$ cat config.mk
export PLATFORM = sky130hd
export DESIGN_NAME = demux_1x32_to_2x32
export DESIGN_NICKNAME = d
export VERILOG_FILES = /design/src/rtl/demux_1x32_to_2x32_pkg.sv /design/src/rtl/demux_out_buf.sv /design/src/rtl/demux_1x32_to_2x32.sv
export SDC_FILE = /design/constraint.sdc
export NUM_CORES = 1
export LEC_CHECK = 0
export ABC_AREA = 1
export BUFFER_PORTS_ARGS = -buffer_cell sky130_fd_sc_hd__buf_2
export CAP_MARGIN = 20
export CORE_ASPECT_RATIO = 1.1
export CORE_MARGIN = 2
export CORE_UTILIZATION = 56
export DETAILED_ROUTE_END_ITERATION = 8
export PLACE_DENSITY = 0.8
export SKIP_CTS_REPAIR_TIMING = 1
export SLEW_MARGIN = 30
export SYNTH_ARGS = -nofsm -noshare
export SYNTH_HDL_FRONTEND = slang
export SYNTH_SLANG_ARGS = --single-unit
export TNS_END_PERCENT = 50
$ cat constraint.sdc
create_clock -name Clock -period 3.8 [get_ports Clock]
set_input_delay 0.19 -clock Clock [delete_from_list [all_inputs] [get_ports Clock]]
set_output_delay 0.19 -clock Clock [all_outputs]
set_load 0.05 [all_outputs]
$ cat src/rtl/demux_1x32_to_2x32_pkg.sv
// Shared constants for the 1-to-2 stream demultiplexer.
// Channel select encoding, default data width and word-count width.
package demux_1x32_to_2x32_pkg;

    localparam int DATA_WIDTH = 32;
    localparam int CNT_WIDTH  = 16;

    localparam logic SEL_A = 1'b0;
    localparam logic SEL_B = 1'b1;

endpackage

$ cat src/rtl/demux_out_buf.sv
// Two-entry output FIFO for one demux channel.
// Head entry is driven straight from storage so the output is registered.
module demux_out_buf
    import demux_1x32_to_2x32_pkg::*;
#(
    parameter int WIDTH = DATA_WIDTH,
    parameter int DEPTH = 2
) (
    input  logic             clk,
    input  logic             rst,
    input  logic             push,
    input  logic [WIDTH-1:0] push_data,
    input  logic             pop_ready,
    output logic             valid,
    output logic [WIDTH-1:0] head_data,
    output logic             full
);

    logic [WIDTH-1:0] mem [2];
    logic             head;
    logic             tail;
    logic [1:0]       count;
    logic             do_push;
    logic             do_pop;

    assign valid     = (count != 2'd0);
    assign full      = (count == 2'(DEPTH));
    assign head_data = mem[head];
    assign do_pop    = valid && pop_ready;
    // A full buffer refuses a push even when it pops in the same cycle.
    assign do_push   = push && !full;

    always_ff @(posedge clk) begin
        if (rst) begin
            mem[0] <= '0;
            mem[1] <= '0;
            head   <= 1'b0;
            tail   <= 1'b0;
            count  <= 2'd0;
        end else begin
            if (do_push) begin
                mem[tail] <= push_data;
                tail      <= ~tail;
            end
            if (do_pop) begin
                head <= ~head;
            end
            unique case ({do_push, do_pop})
                2'b10:   count <= count + 2'd1;
                2'b01:   count <= count - 2'd1;
                default: count <= count;
            endcase
        end
    end

endmodule

$ cat src/rtl/demux_1x32_to_2x32.sv
// Registered 1-to-2 stream demux with a 2-entry buffer per channel.
// Define DEMUX_WORD_COUNT_EN to add per-channel 16-bit accepted-word counters.
module demux_1x32_to_2x32 #(
    parameter int DATA_WIDTH = demux_1x32_to_2x32_pkg::DATA_WIDTH,
    parameter int BUF_DEPTH  = 2
) (
    input  logic                  Clock,
    input  logic                  Reset,
    input  logic [DATA_WIDTH-1:0] DataIn,
    input  logic                  Select,
    input  logic                  InValid,
    output logic                  InReady,
    output logic [DATA_WIDTH-1:0] DataOutA,
    output logic                  ValidA,
    input  logic                  ReadyA,
    output logic [DATA_WIDTH-1:0] DataOutB,
    output logic                  ValidB,
    input  logic                  ReadyB
`ifdef DEMUX_WORD_COUNT_EN
    ,
    output logic [demux_1x32_to_2x32_pkg::CNT_WIDTH-1:0] CountOutA,
    output logic [demux_1x32_to_2x32_pkg::CNT_WIDTH-1:0] CountOutB
`endif
);

    import demux_1x32_to_2x32_pkg::*;

    logic full_a;
    logic full_b;
    logic push_a;
    logic push_b;

    // Ready looks only at registered fullness, never at the consumers.
    assign InReady = (Select == SEL_B) ? !full_b : !full_a;
    assign push_a  = InValid && InReady && (Select == SEL_A);
    assign push_b  = InValid && InReady && (Select == SEL_B);

    demux_out_buf #(
        .WIDTH (DATA_WIDTH),
        .DEPTH (BUF_DEPTH)
    ) u_buf_a (
        .clk       (Clock),
        .rst       (Reset),
        .push      (push_a),
        .push_data (DataIn),
        .pop_ready (ReadyA),
        .valid     (ValidA),
        .head_data (DataOutA),
        .full      (full_a)
    );

    demux_out_buf #(
        .WIDTH (DATA_WIDTH),
        .DEPTH (BUF_DEPTH)
    ) u_buf_b (
        .clk       (Clock),
        .rst       (Reset),
        .push      (push_b),
        .push_data (DataIn),
        .pop_ready (ReadyB),
        .valid     (ValidB),
        .head_data (DataOutB),
        .full      (full_b)
    );

`ifdef DEMUX_WORD_COUNT_EN
    always_ff @(posedge Clock) begin
        if (Reset) begin
            CountOutA <= '0;
            CountOutB <= '0;
        end else begin
            if (push_a) CountOutA <= CountOutA + 1'b1;
            if (push_b) CountOutB <= CountOutB + 1'b1;
        end
    end
`endif

endmodule

==> impl_metrics.json <==
{
  "clock_path_buffers": 2,
  "syn-num-nets": 508,
  "first_iter_violations": 317,
  "fin_crit_sh_pct": 67.8,
  "pwr_density_cell_nw_per_um2": 597,
  "status": "finished clean",
  "ir_drop_mv": 0.347,
  "drive_gt1_share_pct": 36.6,
  "critPathRequiredTime_ps": 3920,
  "cts_tree": "yes",
  "tightest_slew_ps": 827,
  "rrSetupSlack_ps": 1220,
  "worstSetupEndpointType": "flip-flop",
  "multi_input_area_um2": 1670,
  "syn_area_um2": 6030,
  "crit_type": "flip-flop to flip-flop",
  "wl_met2_um": 6660,
  "max_slew_margin_pct": 44.8,
  "core_area_um2": 10400,
  "diodes": 0,
  "clockRootBuffer": "clkbuf_16",
  "synth.avg_cell_area_um2": 12.9,
  "numCtsBuffers": 17,
  "initial_core_util_pct": 57.7,
  "nNetsFinal": 602,
  "ys_types": 19,
  "dp_hpwl_um": 7830,
  "wl_per_cell_um": 18.1,
  "postRouteAntennaNets": 0,
  "vias_per_cell": 5.64,
  "tns_ps": 0,
  "dp_slack_ps": 1100,
  "cts_htree_levels": 4,
  "fin_area_um2": 7250,
  "p_leak_nw": 2.91,
  "stdcell_count": 717,
  "clkSinkCount": 138,
  "postSynthCellCount": 468,
  "numPortBuffers": 104,
  "max_freq_mhz": 388,
  "seq_area_um2": 4050,
  "ys_seq_area_share_pct": 67.1,
  "clk_latency_ps": 410,
  "hold_path.class": "primary input to flip-flop",
  "cts.reportedPaths.clkPinSlew_ps": 60,
  "placed_area_um2": 6650,
  "ys_warn_count": 0,
  "min_to": "u_buf_a.head",
  "io_pins": 105,
  "startpoint_type": "flip-flop",
  "fin_crit_ps": 2580,
  "r2r_start": "u_buf_b.count[0]",
  "timing.rr.end": "u_buf_b.mem[1][0]",
  "setup_viol": 0,
  "arrival_ps": 2690,
  "overflow": 0,
  "die_x_um": 103,
  "syn2layout_area_growth_pct": 20.2,
  "drt-total-wl_um": 12900,
  "ys_ff_latch": 138,
  "grt_pass1_vias": 4083,
  "cp_max_fo": 35,
  "fp-row-count": 39,
  "gp_congestion": 0.762,
  "dp.cells": 685,
  "maxSlewViolCount": 0,
  "min_path_cells": 5,
  "grt_first_pass_wirelength_um": 20300,
  "finalWorstSetupSlack_ps": 1220,
  "drt-met1-wl_um": 5150,
  "grt_use_total_pct": 23.3,
  "highest_layer": "met4",
  "grt_max_degree": 37,
  "worstHoldStart": "ReadyA",
  "hold_violations": 0,
  "drtPass1Iterations": 5,
  "vias": 4047,
  "total_power_mw": 4.33,
  "finClkSkew_ps": 6.43,
  "fillers": 744,
  "max_cap_violations": 0,
  "worst-r2r-cell-count": 5,
  "die_y_um": 113,
  "wl_met3_um": 980,
  "antenna_found_initial": 0,
  "dieArea_um2": 11600,
  "rsz0062_at_grt": "false",
  "drc_errors": 0
}
==> through the flow <==
stage / hold slack (ps) / util [%]
floorplan: 423 / -
global placement: 476 / 63.4
detailed placement: 504 / 63.6
CTS: 147 / 69.1
global route: 212 / 69.4
finish: 158 / 69.4
==> cells in the final DEF (no fill, tap or decap) <==
cell type | netlist | final
nor3_1 | 128 | 128
edfxtp_1 | 128 | 128
buf_2 | 27 | 104
mux2_2 | 60 | 60
inv_1 | 47 | 47
nor2_1 | 17 | 17
clkbuf_16 | 0 | 17
nand2_1 | 17 | 15
dfxtp_1 | 10 | 8
clkinv_2 | 0 | 7
o21ai_0 | 8 | 6
mux2_1 | 4 | 4
inv_2 | 3 | 3
nand2_2 | 1 | 3
clkbuf_1 | 7 | 3
bufinv_16 | 0 | 3
buf_4 | 0 | 3
nand3_2 | 2 | 2
o21ai_4 | 0 | 2
a21oi_1 | 2 | 2
nand4_1 | 2 | 2
ha_1 | 2 | 2
dfxtp_2 | 0 | 2
buf_16 | 0 | 2
nand4_2 | 2 | 1
nand4_4 | 0 | 1
a31oi_1 | 1 | 1
clkinv_1 | 0 | 1
==> worst max-delay path, stage by stage, from the launching register on <==
cell,delay [ps]
dfxtp_1,350
inv_1,110
nand2_1,130
nand3_2,620
o21ai_4,830
buf_16,230
==> cell type report <==
cell class	count	share of cell area, %
Clock buffer	20	6.03
Clock inverter	11	1.78
Inverter	50	2.59
Multi-Input combinational cell	246	23.0
Sequential cell	138	55.8
Tap cell	143	2.47
Timing Repair Buffer	109	8.25
==> sequential cells by signal, indices dropped and copies added, names as in the netlist, named ones only <==
signal / count
u_buf_a.head: 1
u_buf_a.count: 2
u_buf_a.mem: 64
u_buf_b.mem: 64
u_buf_b.head: 1
u_buf_a.tail: 1
u_buf_b.count: 2
u_buf_b.tail: 1
==> worst max path at each step <==
stage / start / endpoint / slack, ps
final: u_buf_b.count[0] / u_buf_b.mem[1][0] / 1220
after detailed placement: u_buf_b.count[0] / u_buf_b.mem[1][12] / 1100
after floorplan: u_buf_b.count[0] / u_buf_b.mem[1][0] / 390
after global routing: u_buf_b.count[0] / u_buf_b.mem[1][4] / 1010
after CTS: u_buf_b.count[0] / u_buf_b.mem[1][10] / 1070
after global placement: u_buf_b.count[0] / u_buf_b.mem[1][12] / 1220
==> cells by family (layout without fill, tap and decap cells) <==
logic type	after synthesis	count (layout)	synth area share (%)
simple gates	169	169	13.8
flops	138	138	67.1
buf+inv	84	190	5.79
mux	64	64	12.0
compound gates	11	11	0.934
fa+ha+maj	2	2	0.415
==> cells in the mapped netlist (all sizes together) <==
cell,count,area (um2)
nand3,2,20.0
nor3,128,641
a31oi,1,6.26
clkbuf,7,26.3
a21oi,2,10.0
mux2,64,721
buf,27,135
nand2,18,70.1
nor2,17,63.8
ha,2,25.0
dfxtp,10,200
edfxtp,128,3840
inv,50,188
o21ai,8,40.0
nand4,4,37.5
==> routing by layer <==
| metal | GRT usage, % | up-vias |
|---|---|---|
| li1 | - | 1880 |
| met1 | 29.9 | 1953 |
| met2 | 38.9 | 198 |
| met3 | 5.37 | 16 |
| met4 | 8.42 | 0 |
| met5 | 0 | - |
==> power by group <==
part,internal (mW),leakage [nW],switching (mW),total [mW]
clock network,1.02,0.284,0.586,1.60
registers,1.78,1.42,0.0759,1.85
logic,0.233,1.20,0.640,0.873
Note: power is estimated with default switching activity, not from simulation.
